===== config.mk =====
export PLATFORM = sky130hd
export DESIGN_NAME = mem_port_arbiter
export DESIGN_NICKNAME = d
export VERILOG_FILES = /design/src/rtl/mem_port_arbiter.sv
export SDC_FILE = /design/constraint.sdc
export NUM_CORES = 1
export LEC_CHECK = 0
export CELL_PAD_IN_SITES_DETAIL_PLACEMENT = 1
export CELL_PAD_IN_SITES_GLOBAL_PLACEMENT = 2
export CORE_AREA = 2 2 110 112
export DETAILED_ROUTE_END_ITERATION = 10
export DIE_AREA = 0 0 112 114
export DONT_BUFFER_PORTS = 1
export PLACE_DENSITY = 0.46
export SLEW_MARGIN = 20
export SYNTH_ARGS = -nofsm -noshare
export SYNTH_HDL_FRONTEND = slang
export SYNTH_SLANG_ARGS = --single-unit

===== constraint.sdc =====
create_clock -name clk_i -period 2.9 [get_ports clk_i]
set_input_delay 0.29 -clock clk_i [delete_from_list [all_inputs] [get_ports clk_i]]
set_output_delay 0.29 -clock clk_i [all_outputs]
set_load 0.05 [all_outputs]

===== src/rtl/mem_port_arbiter.sv =====
// Two-master (fetch/data) arbiter onto one pipelined memory port with in-order response routing.
// Optional fetch starvation guard enabled by defining ARB_STARVE_GUARD_EN.
module mem_port_arbiter #(
  parameter int MAX_OUTSTANDING = 2,
  parameter int STARVE_LIMIT    = 4
) (
  input  logic        clk_i,
  input  logic        rst_ni,
  input  logic        instr_req_i,
  input  logic [31:0] instr_addr_i,
  output logic        instr_gnt_o,
  output logic        instr_rvalid_o,
  output logic        instr_err_o,
  output logic [31:0] instr_rdata_o,
  input  logic        data_req_i,
  input  logic        data_we_i,
  input  logic [3:0]  data_be_i,
  input  logic [31:0] data_addr_i,
  input  logic [31:0] data_wdata_i,
  output logic        data_gnt_o,
  output logic        data_rvalid_o,
  output logic        data_err_o,
  output logic [31:0] data_rdata_o,
  output logic        mem_req_o,
  output logic        mem_we_o,
  output logic [3:0]  mem_be_o,
  output logic [31:0] mem_addr_o,
  output logic [31:0] mem_wdata_o,
  input  logic        mem_gnt_i,
  input  logic        mem_rvalid_i,
  input  logic        mem_err_i,
  input  logic [31:0] mem_rdata_i,
  output logic        err_unexp_o
);

  localparam int AW = (MAX_OUTSTANDING > 1) ?
                      $clog2(MAX_OUTSTANDING) : 1;

  if (MAX_OUTSTANDING < 1 || MAX_OUTSTANDING > 4) begin : g_bad_mo
    $error("MAX_OUTSTANDING out of range");
  end
  if (STARVE_LIMIT < 1 || STARVE_LIMIT > 15) begin : g_bad_sl
    $error("STARVE_LIMIT out of range");
  end

  typedef enum logic {ARB_IDLE, ARB_HOLD} arb_state_e;

  arb_state_e r_state;
  logic       r_owner;
  logic       r_err_unexp;
  logic [2:0] r_count;
  logic [AW-1:0] r_wr_ptr;
  logic [AW-1:0] r_rd_ptr;
  logic [MAX_OUTSTANDING-1:0] r_fifo;

  logic w_force_instr;
  logic w_win_data;
  logic w_sel;
  logic w_sel_req;
  logic w_push;
  logic w_pop;
  logic w_head;

  function automatic logic [AW-1:0] f_next(input logic [AW-1:0] p);
    return (p == AW'(MAX_OUTSTANDING - 1)) ? '0 : p + 1'b1;
  endfunction

`ifdef ARB_STARVE_GUARD_EN
  logic [3:0] r_starve;

  assign w_force_instr = instr_req_i &&
                         (r_starve >= 4'(STARVE_LIMIT));

  always_ff @(posedge clk_i or negedge rst_ni) begin
    if (!rst_ni) begin
      r_starve <= 4'd0;
    end else if (!instr_req_i || instr_gnt_o) begin
      r_starve <= 4'd0;
    end else if (data_gnt_o && r_starve != 4'hF) begin
      r_starve <= r_starve + 4'd1;
    end
  end
`else
  assign w_force_instr = 1'b0;
`endif

  assign w_win_data = data_req_i && !w_force_instr;
  assign w_sel      = (r_state == ARB_HOLD) ? r_owner : w_win_data;
  assign w_sel_req  = w_sel ? data_req_i : instr_req_i;

  // Saturated count blocks even when a pop lands this cycle.
  assign mem_req_o   = w_sel_req &&
                       (r_count < 3'(MAX_OUTSTANDING));
  assign mem_we_o    = w_sel ? data_we_i    : 1'b0;
  assign mem_be_o    = w_sel ? data_be_i    : 4'b1111;
  assign mem_addr_o  = w_sel ? data_addr_i  : instr_addr_i;
  assign mem_wdata_o = w_sel ? data_wdata_i : 32'd0;

  assign w_push      = mem_gnt_i && mem_req_o;
  assign instr_gnt_o = w_push && !w_sel;
  assign data_gnt_o  = w_push &&  w_sel;

  assign w_pop  = mem_rvalid_i && (r_count != 3'd0);
  assign w_head = r_fifo[r_rd_ptr];

  assign instr_rvalid_o = w_pop && !w_head;
  assign data_rvalid_o  = w_pop &&  w_head;
  assign instr_err_o    = w_pop && !w_head && mem_err_i;
  assign data_err_o     = w_pop &&  w_head && mem_err_i;
  assign instr_rdata_o  = mem_rdata_i;
  assign data_rdata_o   = mem_rdata_i;
  assign err_unexp_o    = r_err_unexp;

  always_ff @(posedge clk_i or negedge rst_ni) begin
    if (!rst_ni) begin
      r_state <= ARB_IDLE;
      r_owner <= 1'b0;
    end else begin
      case (r_state)
        ARB_IDLE: begin
          if (mem_req_o && !mem_gnt_i) begin
            r_owner <= w_sel;
            r_state <= ARB_HOLD;
          end
        end
        ARB_HOLD: begin
          if (mem_gnt_i || !w_sel_req) begin
            r_state <= ARB_IDLE;
          end
        end
        default: r_state <= ARB_IDLE;
      endcase
    end
  end

  always_ff @(posedge clk_i or negedge rst_ni) begin
    if (!rst_ni) begin
      r_fifo      <= '0;
      r_wr_ptr    <= '0;
      r_rd_ptr    <= '0;
      r_count     <= 3'd0;
      r_err_unexp <= 1'b0;
    end else begin
      if (w_push) begin
        r_fifo[r_wr_ptr] <= w_sel;
        r_wr_ptr         <= f_next(r_wr_ptr);
      end
      if (w_pop) begin
        r_rd_ptr <= f_next(r_rd_ptr);
      end
      if (w_push && !w_pop) begin
        r_count <= r_count + 3'd1;
      end else if (!w_push && w_pop) begin
        r_count <= r_count - 3'd1;
      end
      if (mem_rvalid_i && r_count == 3'd0) begin
        r_err_unexp <= 1'b1;
      end
    end
  end

endmodule


* Yosys cells after proc, flatten, opt, wreduce, memory -nomap -nowiden *
Cells that the tools add are included.

word-level totals
  input bits = 140
  register bits after elaboration = 10
  logic and storage cells = 59
  output and inout port bits = 141
  RAM bits = 0
  bits in latches = 0
  memories = 0
  bits in read-only memories = 0

operators by class
  divide/modulo/power cells = 0
  equality and inequality tests = 0
  reductions and logical operators = 25
  magnitude comparators = 4
  shift operators = 0
  multiply operators = 0
  add/sub/neg operators = 4
  bitwise logic cells = 1
  multiplexer cells = 18

operators with widths
  kind                                                        count
  two-way mux 32 bit                                          2
  logical AND 1 bit                                           14
  two-way mux 1 bit                                           10
  zero test 1 bit                                             6
  two-way mux 3 bit                                           2
  less-than comparator 1 x 2 -> 1 bit, second input constant  2
  two-way mux 4 bit                                           1
  adder 3 x 1 -> 3 bit, second input constant                 1
  zero test 3 bit                                             1
  less-than comparator 3 x 2 -> 1 bit, second input constant  1
  nonzero test 3 bit                                          1
  subtractor 3 x 1 -> 3 bit, second input constant            1
  adder 1 bit, second input constant                          2
  bitwise mux 2 bit                                           1
  case mux 1 bit (2 select lines)                             1
  AND reduction 2 bit                                         1
  nonzero test 2 bit                                          1
  demux 1 bit (select 1 bit)                                  1
  greater-or-equal comparator 1 bit, second input constant    1
  logical OR 1 bit                                            1
  inverter 1 bit                                              1

* Depth between registers and ports, before layout *
  depth after elaboration = 8
  depth in mapped cells = 9

* Worst setup path before layout *
No wires, ideal clock.

  path kind = register -> output
  start = register r_state
  end = output mem_req_o
  setup slack = 734 ps
  buffers on the path = 0
  arrival = 1876 ps
  stages on the path, launching flop included = 4
  path through = dfrtp_1 -> a21boi_0 -> o21ai_0 -> nor3_1

on the way
  longest elaborated chain between the ends = 3

ends and longest elaborated chain
  what                    RTL line  text
  from (decl)             48        arb_state_e r_state;
  from (signal assigned)  116       r_state <= ARB_IDLE;
  from (signal assigned)  123       r_state <= ARB_HOLD;
  from (signal assigned)  128       r_state <= ARB_IDLE;
  two-way mux 1 bit       88        assign w_sel = (r_state == ARB_HOLD) ? r_owner : w_win_data;
  two-way mux 1 bit       89        assign w_sel_req = w_sel ? data_req_i : instr_req_i;
  logical AND 1 bit       92        assign mem_req_o = w_sel_req &&
  to (decl)               24        output logic mem_req_o,

No other way between the ends.

* Final worst setup path *
  start = register r_rd_ptr
  end = output instr_err_o

on the way
  longest elaborated chain between the ends = 5

ends and longest elaborated chain
  what                                                   RTL line  text
  from (decl)                                            53        logic [AW-1:0] r_rd_ptr;
  from (signal assigned)                                 149       r_rd_ptr <= f_next(r_rd_ptr);
  two-way mux 1 bit (not written as such) (2 in series)  104       assign w_head = r_fifo[r_rd_ptr];
  zero test 1 bit                                        -
  logical AND 1 bit                                      -
  named net instr_rvalid_o                               12        output logic instr_rvalid_o,
  logical AND 1 bit                                      108       assign instr_err_o = w_pop && !w_head && mem_err_i;
  to (decl)                                              13        output logic instr_err_o,

The timed path passes the listed nets, and every way through them passes these cells. The select of a mux whose other input is x is not followed.

==> results.json <==
{
  "status": "completed",
  "routed_wl_um": 4536,
  "period_share": 0.8483,
  "antenna_found_initial": 0,
  "cts_buffer_depth": 2,
  "crit_type": "flop to output pin",
  "avgSynthCellArea_sq_um": 9.424,
  "cts_tree": "built",
  "synthCells": 188,
  "drive_gt1_frac": 0.5220,
  "cts_resized": 0,
  "area_growth_pct": 1.695,
  "worst_pin_slew_ns": 0.9693,
  "port_buffers": 0,
  "cp-start-kind": "flop",
  "skew_ns": 0.003467,
  "synth_area_leader_cell": "buf_4",
  "rsz0062_at_grt": "no",
  "start_util": 0.1513,
  "antenna_cells": 0,
  "die_y_um": 114,
  "grt_first_pass_wirelength_um": 5644,
  "synth_fp_nets": 330,
  "via_count": 1127,
  "design.core.area_sq_um": 11710,
  "cts.sinks": 10,
  "die_area_sq_um": 12770,
  "clk_root_buffer_cell": "clkbuf_16",
  "final-setup-viol-count": 0,
  "final_common_cell": "buf_4",
  "dieWidth_um": 112,
  "slowest_stage": "nor2b_1",
  "synth_warnings": 0,
  "r2r_slack_ns": 0.62,
  "ir_drop_mv": 0.2999,
  "drtIter0Drc": 9,
  "cp_max_fo": 2,
  "grt_pass1_vias": 1065,
  "netlist.area_leader.share": 0.2712,
  "fillers": 1390,
  "drc": 0,
  "tns_ns": 0,
  "hold_viol": 0,
  "worstPathRequired_ns": 2.61,
  "slew_headroom": 0.3525,
  "ys_seq_area_frac": 0.1412,
  "drv_slew": 0,
  "ys_types": 30,
  "finalWeightedCongestion": 0.7001,
  "critPathMaxStageDelay_ns": 0.79,
  "powerDensity_nw_per_um2": 1084,
  "synth_seq_cells": 10,
  "io_pins": 281,
  "drtAntennaViolNets": 0,
  "drv_cap": 0,
  "period_minus_slack_ns": 2.460,
  "seq_area_sq_um": 250.2,
  "h-tree-depth": 1,
  "p_leak_nw": 0.7988,
  "grt_use_total": 0.05562,
  "multi_input_area_sq_um": 975.9,
  "gr-total-overflow": 0,
  "clk_pin_slew_ns": 0.04,
  "hold_path_class": "input pin to flop",
  "pre_cts_ws_ns": 0.6103,
  "rows": 40,
  "wl_per_cell_um": 14.82,
  "crit_chain": "mux2i_1 > nor2b_1 > and2_1",
  "numCtsBuffers": 3,
  "layout_common_cells": "buf_4, nor2b_1, mux2_4, dfrtp_1, nor2_1",
  "first_pass_iters": 4,
  "fmax_mhz": 406.5,
  "clock_latency_ns": 0.24,
  "num-nets-final": 302,
  "routed_via_density": 3.683,
  "synthTopCellsByArea": "buf_4, mux2_4, dfrtp_1",
  "crit_arrival_ns": 2.17,
  "cp-end-kind": "output pin",
  "grt_max_degree": 40,
  "synth_area_sq_um": 1772,
  "fin_ws_ns": 0.4398
}
## through the flow
step           hold WS, ns  power [mW]    util  std cells  area [sq um]
6_report            0.1246       1.954  0.1538        306          1802
3_5_place_dp     -0.005316       1.691  0.1454        301          1703
3_3_place_gp     -0.005295       1.686  0.1454        301          1703
5_1_grt             0.1216       2.048  0.1538        306          1802
2_1_floorplan    -0.005591       1.724       -        188          1772
4_1_cts             0.1251       1.974  0.1538        306          1802
## kinds of logic after synthesis
logic type / Yosys count / share of synthesized area
flip-flops: 10 / 0.1412
adder cells (fa/ha/maj): 2 / 0.01836
buffers and inverters: 75 / 0.3079
AO/OA/AOI/OAI: 10 / 0.04660
AND/OR/NAND/NOR: 51 / 0.1716
XOR/XNOR: 5 / 0.02472
multiplexers: 35 / 0.2895
## where the power goes
group          switching, mW  internal, mW
sequential             0.108         0.208
clock                 0.0642         0.207
combinational          0.957         0.408
## registers in the layout (all words and copies together) (netlist names)
name	flops
err_unexp_o	1
r_count	3
r_fifo	2
r_owner	1
r_rd_ptr	1
r_state	1
r_wr_ptr	1
## cell type report
cell class | instances | share of cell area
clock buffer | 4 | 0.04931
inverter | 4 | 0.008333
multi-input combinational | 103 | 0.5417
sequential | 10 | 0.1389
tap | 147 | 0.1021
timing repair buffer | 38 | 0.1597
## layer usage
layer  up-vias  part of all wire  track usage
li1        490                 -            -
met1       490              0.37      0.06723
met2       135              0.46      0.08485
met3        12              0.15      0.02922
met4         0             0.012      0.01951
met5         -                 0            0
## Yosys cell counts
cell type	instances
a21boi_0	1
a22o_1	1
a31o_2	1
and2_1	3
buf_4	64
buf_6	3
clkbuf_1	3
clkbuf_2	1
dfrtp_1	10
fa_1	1
ha_1	1
inv_1	3
inv_2	1
mux2_2	4
mux2_4	29
mux2i_1	1
mux2i_4	1
nand2_1	1
nor2_1	5
nor2b_1	34
nor3_1	2
nor4_1	1
o2111ai_2	1
o21ai_0	3
o31ai_1	2
o31ai_2	1
or2_2	4
or3b_1	1
xnor2_1	3
xor2_1	2
## path summary, 6_finish.rpt
| check | from | end | cells past startpoint |
|---|---|---|---|
| worst max-delay path | r_rd_ptr | instr_err_o | 3 |
| worst min-delay path | mem_gnt_i | r_state | 1 |
| worst max register to register | r_state | r_count[2] | 9 |
| worst min register to register | r_rd_ptr | r_rd_ptr | 1 |
| max in group asynchronous | rst_ni | r_count[0] | 1 |
| min in group asynchronous | rst_ni | r_owner | 1 |
## critical path, delay by kind of cell, from the launching register on
| family | cells | cell delay [ns] |
|---|---|---|
| muxes | 1 | 0.22 |
| DFF | 1 | 0.37 |
| and+or+nand+nor | 2 | 1.34 |
## repair_timing
item / in CTS / in global routing
endpoints found under the hold margin: 10 / 0
endpoints found under the setup margin: 0 / 0
hold buffers: 1 / 0
setup buffers: 0 / 0
Note: power is estimated with default switching activity, not from simulation.
